## src/rtl/dir_pkg.sv

```systemverilog
// ----------------------------------------------------------------------------
// dir_pkg
// Shared definitions for the directory sharer/dispatch stage:
//   - escrita message codes (ESC_*), which also appear unchanged on msg_type
//   - sharer-vector update opcodes (SHR_*)
//   - dispatch FSM state encoding (dir_state_t)
// ----------------------------------------------------------------------------
package dir_pkg;

   localparam logic [1:0] ESC_NONE      = 2'b00;
   localparam logic [1:0] ESC_INV       = 2'b01;
   localparam logic [1:0] ESC_FETCH     = 2'b10;
   localparam logic [1:0] ESC_FETCH_INV = 2'b11;

   localparam logic [1:0] SHR_NOP = 2'b00;
   localparam logic [1:0] SHR_CLR = 2'b01;
   localparam logic [1:0] SHR_SET = 2'b10;
   localparam logic [1:0] SHR_ADD = 2'b11;

   typedef enum logic [1:0] {
      ST_IDLE       = 2'd0,
      ST_SEND       = 2'd1,
      ST_WAIT_FETCH = 2'd2,
      ST_REPLY      = 2'd3
   } dir_state_t;

endpackage

```

## src/rtl/dir_lowest_one.sv

```systemverilog
// ----------------------------------------------------------------------------
// dir_lowest_one
// Combinational lowest-set-bit finder.
// Ports:
//   vec    in   NODES  bit-vector to search
//   idx    out  ID_W   index of the lowest set bit (0 when none)
//   found  out  1      high when vec has at least one bit set
// ----------------------------------------------------------------------------
module dir_lowest_one #(
   parameter int NODES = 4,
   parameter int ID_W  = 2
) (
   input  logic [NODES-1:0] vec,
   output logic [ID_W-1:0]  idx,
   output logic             found
);

   // Scan from the top down so the last hit, i.e. the lowest index, wins.
   always_comb begin
      idx   = '0;
      found = 1'b0;
      for (int i = NODES - 1; i >= 0; i--) begin
         if (vec[i]) begin
            idx   = ID_W'(i);
            found = 1'b1;
         end
      end
   end

endmodule

```

## src/rtl/dir_sharer_dispatch.sv

```systemverilog
// ----------------------------------------------------------------------------
// dir_sharer_dispatch
// Downstream stage of the directory coherence FSM for one memory block.
// Keeps the block's sharer bit-vector, serialises invalidate/fetch messages
// to remote sharers, optionally waits for the owner writeback, then sends the
// data-value reply to the requester. cmd_ready is high only in IDLE.
//
// Ports:
//   clock, reset_n                 clock / synchronous active-low reset
//   cmd_valid, cmd_ready           command handshake
//   escrita, sharers               message code / sharer-vector opcode
//   data_value_reply, requester    reply request / requesting node
//   msg_valid, msg_ready           remote-message handshake
//   msg_type, msg_dest             latched escrita code / target node
//   fetch_done                     owner writeback complete pulse
//   reply_valid, reply_ready       reply handshake
//   reply_dest                     latched requester
//   sharer_vec                     registered sharer set
//   proto_err                      sticky protocol error
//
// Build option: define DIR_PROTO_CHECK_EN to generate the protocol checker;
// otherwise proto_err is tied low.
//
// state          | meaning
// ---------------+-----------------------------------------------------------
// ST_IDLE        | ready for a command
// ST_SEND        | issuing one message per set bit of the pending mask
// ST_WAIT_FETCH  | all messages sent, waiting for the owner writeback
// ST_REPLY       | holding reply_valid until the requester takes it
// ----------------------------------------------------------------------------
module dir_sharer_dispatch
   import dir_pkg::*;
#(
   parameter int NODES = 4,
   parameter int ID_W  = 2
) (
   input  logic             clock,
   input  logic             reset_n,
   input  logic             cmd_valid,
   output logic             cmd_ready,
   input  logic [1:0]       escrita,
   input  logic [1:0]       sharers,
   input  logic             data_value_reply,
   input  logic [ID_W-1:0]  requester,
   output logic             msg_valid,
   input  logic             msg_ready,
   output logic [1:0]       msg_type,
   output logic [ID_W-1:0]  msg_dest,
   input  logic             fetch_done,
   output logic             reply_valid,
   input  logic             reply_ready,
   output logic [ID_W-1:0]  reply_dest,
   output logic [NODES-1:0] sharer_vec,
   output logic             proto_err
);

   dir_state_t       state_q, state_d;
   logic [NODES-1:0] mask_q, mask_d, mask_acc;
   logic [NODES-1:0] vec_q, vec_d;
   logic [NODES-1:0] req_oh, dest_oh;
   logic [1:0]       esc_q, esc_d;
   logic             rep_q, rep_d;
   logic [ID_W-1:0]  req_q, req_d;
   logic [ID_W-1:0]  dest_q, dest_d;
   logic [ID_W-1:0]  low_idx;
   logic             low_found;
   logic             mv_q, rv_q;
   logic             accept;

   assign cmd_ready = (state_q == ST_IDLE);
   assign accept    = cmd_valid && cmd_ready;

   // Out-of-range node IDs decode to an all-zero one-hot.
   always_comb begin
      req_oh  = '0;
      dest_oh = '0;
      for (int i = 0; i < NODES; i++) begin
         req_oh[i]  = (32'(requester) == 32'(i));
         dest_oh[i] = (32'(dest_q) == 32'(i));
      end
   end

   // The requester never messages itself, so it is masked out of the targets.
   assign mask_acc = (escrita != ESC_NONE) ? (vec_q & ~req_oh) : '0;

   always_comb begin
      state_d = state_q;
      mask_d  = mask_q;
      vec_d   = vec_q;
      esc_d   = esc_q;
      rep_d   = rep_q;
      req_d   = req_q;
      case (state_q)
         ST_IDLE: begin
            if (accept) begin
               esc_d  = escrita;
               rep_d  = data_value_reply;
               req_d  = requester;
               mask_d = mask_acc;
               case (sharers)
                  SHR_CLR: vec_d = '0;
                  SHR_SET: vec_d = req_oh;
                  SHR_ADD: vec_d = vec_q | req_oh;
                  default: vec_d = vec_q;
               endcase
               // A fetch with no target has no owner to wait for, so it
               // falls straight through to the reply decision.
               if (mask_acc != '0)
                  state_d = ST_SEND;
               else if (data_value_reply)
                  state_d = ST_REPLY;
               else
                  state_d = ST_IDLE;
            end
         end
         ST_SEND: begin
            // msg_valid is always high in this state.
            if (msg_ready) begin
               mask_d = mask_q & ~dest_oh;
               if (mask_d == '0) begin
                  if (esc_q[1])
                     state_d = ST_WAIT_FETCH;
                  else if (rep_q)
                     state_d = ST_REPLY;
                  else
                     state_d = ST_IDLE;
               end
            end
         end
         ST_WAIT_FETCH: begin
            if (fetch_done)
               state_d = rep_q ? ST_REPLY : ST_IDLE;
         end
         ST_REPLY: begin
            if (reply_ready)
               state_d = ST_IDLE;
         end
         default: state_d = ST_IDLE;
      endcase
   end

   dir_lowest_one #(
      .NODES (NODES),
      .ID_W  (ID_W)
   ) u_lowest (
      .vec   (mask_d),
      .idx   (low_idx),
      .found (low_found)
   );

   // Destination only moves when another target remains, which keeps it
   // stable while a message is stalled.
   assign dest_d = low_found ? low_idx : dest_q;

   always_ff @(posedge clock) begin
      if (!reset_n) begin
         state_q <= ST_IDLE;
         mask_q  <= '0;
         vec_q   <= '0;
         esc_q   <= ESC_NONE;
         rep_q   <= 1'b0;
         req_q   <= '0;
         dest_q  <= '0;
         mv_q    <= 1'b0;
         rv_q    <= 1'b0;
      end else begin
         state_q <= state_d;
         mask_q  <= mask_d;
         vec_q   <= vec_d;
         esc_q   <= esc_d;
         rep_q   <= rep_d;
         req_q   <= req_d;
         dest_q  <= dest_d;
         mv_q    <= (state_d == ST_SEND);
         rv_q    <= (state_d == ST_REPLY);
      end
   end

   assign msg_valid   = mv_q;
   assign msg_type    = esc_q;
   assign msg_dest    = dest_q;
   assign reply_valid = rv_q;
   assign reply_dest  = req_q;
   assign sharer_vec  = vec_q;

`ifdef DIR_PROTO_CHECK_EN
   logic proto_hit, proto_q;

   always_comb begin
      proto_hit = 1'b0;
      if (accept) begin
         if (escrita[1] && (mask_acc == '0))
            proto_hit = 1'b1;
         // More than one bit set: clearing the lowest leaves something behind.
         if ((escrita == ESC_FETCH) && ((mask_acc & (mask_acc - NODES'(1))) != '0))
            proto_hit = 1'b1;
         if (32'(requester) >= 32'(NODES))
            proto_hit = 1'b1;
      end
      if (cmd_valid && !cmd_ready)
         proto_hit = 1'b1;
   end

   always_ff @(posedge clock) begin
      if (!reset_n)
         proto_q <= 1'b0;
      else if (proto_hit)
         proto_q <= 1'b1;
   end

   assign proto_err = proto_q;
`else
   assign proto_err = 1'b0;
`endif

endmodule

```

## config.mk

```make
export PLATFORM = sky130hd
export DESIGN_NAME = dir_sharer_dispatch
export DESIGN_NICKNAME = d
export VERILOG_FILES = /design/src/rtl/dir_pkg.sv /design/src/rtl/dir_lowest_one.sv /design/src/rtl/dir_sharer_dispatch.sv
export SDC_FILE = /design/constraint.sdc
export NUM_CORES = 1
export LEC_CHECK = 0
export ABC_AREA = 1
export BUFFER_PORTS_ARGS = -buffer_cell sky130_fd_sc_hd__buf_2
export CORE_MARGIN = 5
export CORE_UTILIZATION = 48
export CTS_BUF_LIST = sky130_fd_sc_hd__clkbuf_4
export DETAILED_ROUTE_END_ITERATION = 7
export PLACE_DENSITY = 0.86
export RECOVER_POWER = 50
export SLEW_MARGIN = 20
export SYNTH_ARGS = -nofsm -noshare
export SYNTH_HDL_FRONTEND = slang
export SYNTH_SLANG_ARGS = --single-unit
```

## constraint.sdc

```tcl
create_clock -name clock -period 1.2 [get_ports clock]
set_input_delay 0.12 -clock clock [delete_from_list [all_inputs] [get_ports clock]]
set_output_delay 0.12 -clock clock [all_outputs]
set_load 0.02 [all_outputs]
```

Word-level counts from Yosys, hierarchy flattened
Cells that the tools add are included.
W data, S select, Z words.
{"block": "totals", "regBits": 19, "latch_bits": 0, "ram_bits": 0, "romBits": 0, "elab_cells": 61, "n_memories": 0}
{"block": "op_classes", "addsub": 0, "multipliers": 0, "n_div": 0, "order_cmp": 0, "n_eq_ne": 14, "n_shift": 0, "mux": 23, "bitwise_logic": 5, "n_reduce_logical": 10}
{"op": "$mux W2", "count": 13}
{"op": "$eq A2 B2 Y1 const B", "count": 9}
{"op": "$mux W4", "count": 3}
{"op": "$pmux W4 S3", "count": 1}
{"op": "$eq A2 B1 Y1 const B", "count": 5}
{"op": "$and A4 B4 Y4", "count": 2}
{"op": "$not A4 Y4", "count": 2}
{"op": "$pmux W2 S4", "count": 1}
{"op": "$pmux W4 S2", "count": 1}
{"op": "$logic_not A2 Y1", "count": 3}
{"op": "$logic_not A4 Y1", "count": 1}
{"op": "$mux W1", "count": 4}
{"op": "$or A4 B4 Y4", "count": 1}
{"op": "$reduce_bool A4 Y1", "count": 1}
{"op": "$reduce_and A3 Y1", "count": 1}
{"op": "$reduce_bool A3 Y1", "count": 1}
{"op": "$reduce_and A2 Y1", "count": 1}
{"op": "$reduce_bool A2 Y1", "count": 1}
{"op": "$logic_and A1 B1 Y1", "count": 1}

Depth between registers and ports, before layout
{"block": "logic_depth", "ltp_word": 10, "mapped_depth": 12, "depth_no_buf": 12}

Hierarchy
A second synthesis with hierarchy kept.
{"block": "hier_totals", "cells_unflattened": 144, "area_unflattened_um2": 1018.5}
{"module": "dir_sharer_dispatch", "instances": 1, "cells_each": 136, "area_each_um2": 982.2, "seq_area_each_um2": 380.4}
{"module": "dir_lowest_one", "instances": 1, "cells_each": 8, "area_each_um2": 36.3, "seq_area_each_um2": 0.0}

Worst setup path after synthesis
Ideal clock, no wire load.
{"block": "synth_path", "path_kind": "flip-flop to flip-flop", "from": "register dest_q[1], in the netlist msg_dest[1]", "to": "register mv_q, in the netlist msg_valid", "setup_ns": 0.114, "arrival_time_ns": 1.152, "required_ns": 1.086, "path_slack_ns": -0.066, "stages_incl_launch_ff": 12, "path_buffers": 0, "synth_period_minus_slack_ns": 1.266, "cell_sequence": "dfxtp_1 > nand2_1 > nand2_1 > nand2_1 > nor2_1 > nand2_1 > nand2_1 > nand2_1 > nand2_1 > nand2_1 > nand2_1 > nor2_1"}
{"block": "synth_via", "elab_chain_len": 8, "word_cells_on_any_way": 11, "cone_classes": "4 x eq/ne; 3 x mux; 2 x bitwise; 2 x reduce/logical"}
{"item": "start: declaration", "line_no": "dir_sharer_dispatch.sv:64", "source": "logic [ID_W-1:0] dest_q, dest_d;"}
{"item": "start signal: assignment", "line_no": "dir_sharer_dispatch.sv:173", "source": "dest_q <= dest_d;"}
{"item": "$eq A2 B1 Y1 (tied with other cells)", "line_no": "dir_sharer_dispatch.sv:79", "source": "dest_oh[i] = (32'(dest_q) == 32'(i));"}
{"item": "$not A4 Y4 *", "line_no": "dir_sharer_dispatch.sv:119", "source": "mask_d = mask_q & ~dest_oh;"}
{"item": "$and A4 B4 Y4 *", "line_no": "dir_sharer_dispatch.sv:119"}
{"item": "$logic_not A4 Y1 *", "line_no": "dir_sharer_dispatch.sv:120", "source": "if (mask_d == '0) begin"}
{"item": "$mux W2 *", "line_no": "dir_sharer_dispatch.sv:120"}
{"item": "$mux W2 *", "line_no": "dir_sharer_dispatch.sv:118", "source": "if (msg_ready) begin"}
{"item": "$pmux W2 S4 *", "line_no": "dir_sharer_dispatch.sv:93", "source": "case (state_q)"}
{"item": "$eq A2 B1 Y1 *", "line_no": "dir_sharer_dispatch.sv:174", "source": "mv_q <= (state_d == ST_SEND);"}
{"item": "end signal: assignment", "line_no": "dir_sharer_dispatch.sv:174"}
{"item": "end: declaration", "line_no": "dir_sharer_dispatch.sv:67", "source": "logic mv_q, rv_q;"}
Mark *: on every way between the ends. The rest lies on a longest branch, timed or not.
A chain may end at the register's enable or synchronous reset.

Worst setup path in the final report
{"block": "layout_path", "from": "register state_q[1]", "to": "register dest_q[1], in the netlist msg_dest[1]"}
{"block": "layout_via", "elab_chain_len": 8, "word_cells_on_any_way": 13, "cone_classes": "1 x eq/ne; 10 x mux; 2 x reduce/logical"}
{"item": "start: declaration", "line_no": "dir_sharer_dispatch.sv:57", "source": "dir_state_t state_q, state_d;"}
{"item": "start signal: assignment", "line_no": "dir_sharer_dispatch.sv:167", "source": "state_q <= state_d;"}
{"item": "$logic_not A2 Y1", "line_no": "dir_sharer_dispatch.sv:70, dir_sharer_dispatch.sv:93"}
{"item": "$logic_and A1 B1 Y1", "line_no": "dir_sharer_dispatch.sv:71", "source": "assign accept = cmd_valid && cmd_ready;"}
{"item": "$mux W4", "line_no": "dir_sharer_dispatch.sv:95", "source": "if (accept) begin"}
{"item": "$pmux W4 S2 *", "line_no": "dir_sharer_dispatch.sv:93"}
{"item": "$mux W2 / $mux W1 (equally long branches) (4 in a row)", "line_no": "dir_lowest_one.sv:23", "source": "if (vec[i]) begin"}
Marked as above.

==> metrics.txt <==
drt pass-1 iters 4; worst min path class primary input to flop; FILL cells about 190; Synth cell types 22; Setup crit end kind flop; top_reg_cell synth dfxtp_1; Reg clk slew, reported paths between 0.1 and 0.15 ns; Net Count, Synth 151; synthesized area between 900 and 1000 µm²; worst endpoint required time roughly 1.4 ns; Setup CP Type flop to flop; vias roughly 1.1k; Startpoint Class flop; clk sinks 19; Skew-Pair Late Insertion Delay 0.30 ns; root buffer cell clkbuf_4; Max Fclk about 770 MHz; Fin. Hold Viols 0; Die H around 55 µm; gpl congestion approximately 0.9; Final Slew Violations 0; Pwr Density around 1100 nW/µm²; core area 1960 µm²; DR WL/cell between 10 and 15 µm; initial drt markers 33; crit-path cells nor2_4 > nand2_4 > buf_4 > a31oi_4 > nand2_1 > nor2_1; Worst Path Arrival 1.52 ns; Placed Cells about 200; Synth Area per Inst between 7 and 8 µm²; Die Area a little over 3000 µm²; Setup Skew ~0.0057 ns; number of buffers created by CTS 3; Diodes inserted 0; CTS tree built; Max Fanout on Critical Path 7; GR Overflow Total 0; fin cells 208; YS warnings 0; CTS max path bufs 2; largest net degree at the start of global routing 13; number of H-tree levels 1; Post-synth EDFFs 0; dpl hpwl ~1900 µm; failing checks negative setup slack; period utilisation layout 108%; nets just under 200; CP max stage delay about 0.38 ns; vias per cell just over 5; worst setup margin -0.0907 ns; first-pass GRT wire length between 4000 and 5000 µm; FF/Latch Area 395 µm²; # DRC 0; Rows 16; Finished Cell Area 1340 µm²; Port Buffers 25; vias in the first global route between 1k and 1.5k; final-report setup violation count 11; delay-heaviest family, CP simple AND/OR/NAND/NOR gates; share of layout cells above drive strength 1 39.2%; Final min period 1.29 ns; Seq/Total Area, Yosys 38.6%; unrepaired setup endpoints after global routing true; Starting Density around 50%; DRT Wirelength about 2600 µm; Peak VDD IR around 750 µV; Util after Layout 68.5%; Mapped Cells 138; status complete, but fails checks; leakage approximately 0.63 nW; antenna violations before repair 0; Die Width roughly 55 µm; GRT Overall Usage 16.8%; Hold Buf Count CTS 0; slowest cell on the critical path dfxtp_4; IO Count 27; Yosys reg bits 19; area of the multi-input gates about 560 µm²; Power Total 1.46 mW; FFs w/ async S/R, synth 0%; Detail Route Antenna Nets 0; max-capacitance violation count 0; Buf/Inv on CP 1; Area Overhead vs Synth 36.5%; Post-DP Area about 1200 µm²
-- sequential cells by signal, summed over array words and instances, names as in the netlist --
signal,cells
msg_dest,2
mask_q,4
reply_valid,1
reply_dest,2
sharer_vec,4
state_q,2
msg_valid,1
rep_q,1
msg_type,2
-- power by group --
part,leakage (nW),switching [mW],internal (mW)
clock network,0.0177,0.199,0.124
logic,0.458,0.260,0.170
registers,0.158,0.0357,0.670
total,0.633,0.494,0.965
-- cells in the mapped netlist, drive strengths merged (3+ instances only) --
| master | instances | area (µm²) |
|---|---|---|
| inv | 18 | 67.6 |
| nor2 | 18 | 90.1 |
| dfxtp | 19 | 380 |
| nand4 | 5 | 31.3 |
| o21ai | 9 | 45.0 |
| buf | 3 | 26.3 |
| a31oi | 4 | 55.1 |
| a21oi | 11 | 58.8 |
| nand2 | 36 | 143 |
| nand3 | 9 | 45.0 |
-- path summary, 6_finish.rpt --
path / startpoint / end / slack, ns / cells after the start
worst max-delay path: state_q[1] / msg_dest[1] / -0.09 / 6
worst min register to register: sharer_vec[2] / sharer_vec[2] / 0.51 / 2
worst max register to register: state_q[1] / msg_dest[1] / -0.09 / 6
worst min-delay path: escrita[0] / msg_type[0] / 0.07 / 3
-- timing repair --
item	in CTS	in global routing
resized for setup	13	17
pin swaps	7	11
endpoints found under the setup margin	9	17
gates cloned	0	1
setup buffers	1	3
-- cell families (layout without fill, tap and decap cells) --
kind of cell | after synthesis | count (layout) | synth area share (%)
AOI/OAI and AO/OA | 26 | 26 | 17.8
xor gates and xnor gates | 1 | 1 | 0.890
buffers and inverters | 22 | 65 | 9.91
DFF | 19 | 19 | 38.6
other | 1 | 1 | 0.381
and+or+nand+nor | 69 | 69 | 32.4
-- placed cells by master, fill, tap and decap left out, types with 3 or more instances in the layout --
cell type  count
a21oi_1        9
a31oi_4        3
buf_2         18
buf_4         17
clkbuf_1       6
clkbuf_4       3
dfxtp_1       15
dfxtp_4        4
inv_1         12
inv_2          6
nand2_1       31
nand2_2        4
nand3_1        7
nand4_1        5
nor2_1        12
nor2_2         3
nor2_4         3
o21ai_0        5
o21ai_1        3
-- through the flow --
stage	worst slack, ns	hold WS, ns	setup TNS (ns)
global placement	-0.0897	0.374	-0.233
global route	-0.165	0.0953	-1.58
detailed placement	-0.132	0.393	-0.549
floorplan	-0.00150	0.237	-0.00150
CTS	-0.0421	0.0671	-0.102
finish	-0.0907	0.0718	-0.383
-- area by class of cell --
| class | instances | area share (%) |
|---|---|---|
| multi-input combinational | 97 | 42.0 |
| sequential | 19 | 29.4 |
| timing repair buffer | 42 | 18.7 |
| inverter | 19 | 5.31 |
| tap | 27 | 2.51 |
| clock buffer | 3 | 1.68 |
| clock inverter | 1 | 0.372 |
-- layer usage --
| layer | track usage [%] | up-vias | share of wire (%) |
|---|---|---|---|
| met5 | 0 | - | 0 |
| met4 | 7.64 | 0 | 0.42 |
| li1 | - | 533 | - |
| met2 | 30.4 | 36 | 52 |
| met3 | 3.50 | 2 | 7.5 |
| met1 | 18.5 | 498 | 40 |
-- worst register-to-register path, delay by kind of cell (launching register included) --
| kind | cells | cell delay, ns |
|---|---|---|
| flops | 1 | 0.38 |
| buf+inv | 1 | 0.19 |
| compound gates | 1 | 0.21 |
| simple gates | 4 | 0.46 |
Note: power is estimated with default switching activity, not from simulation.
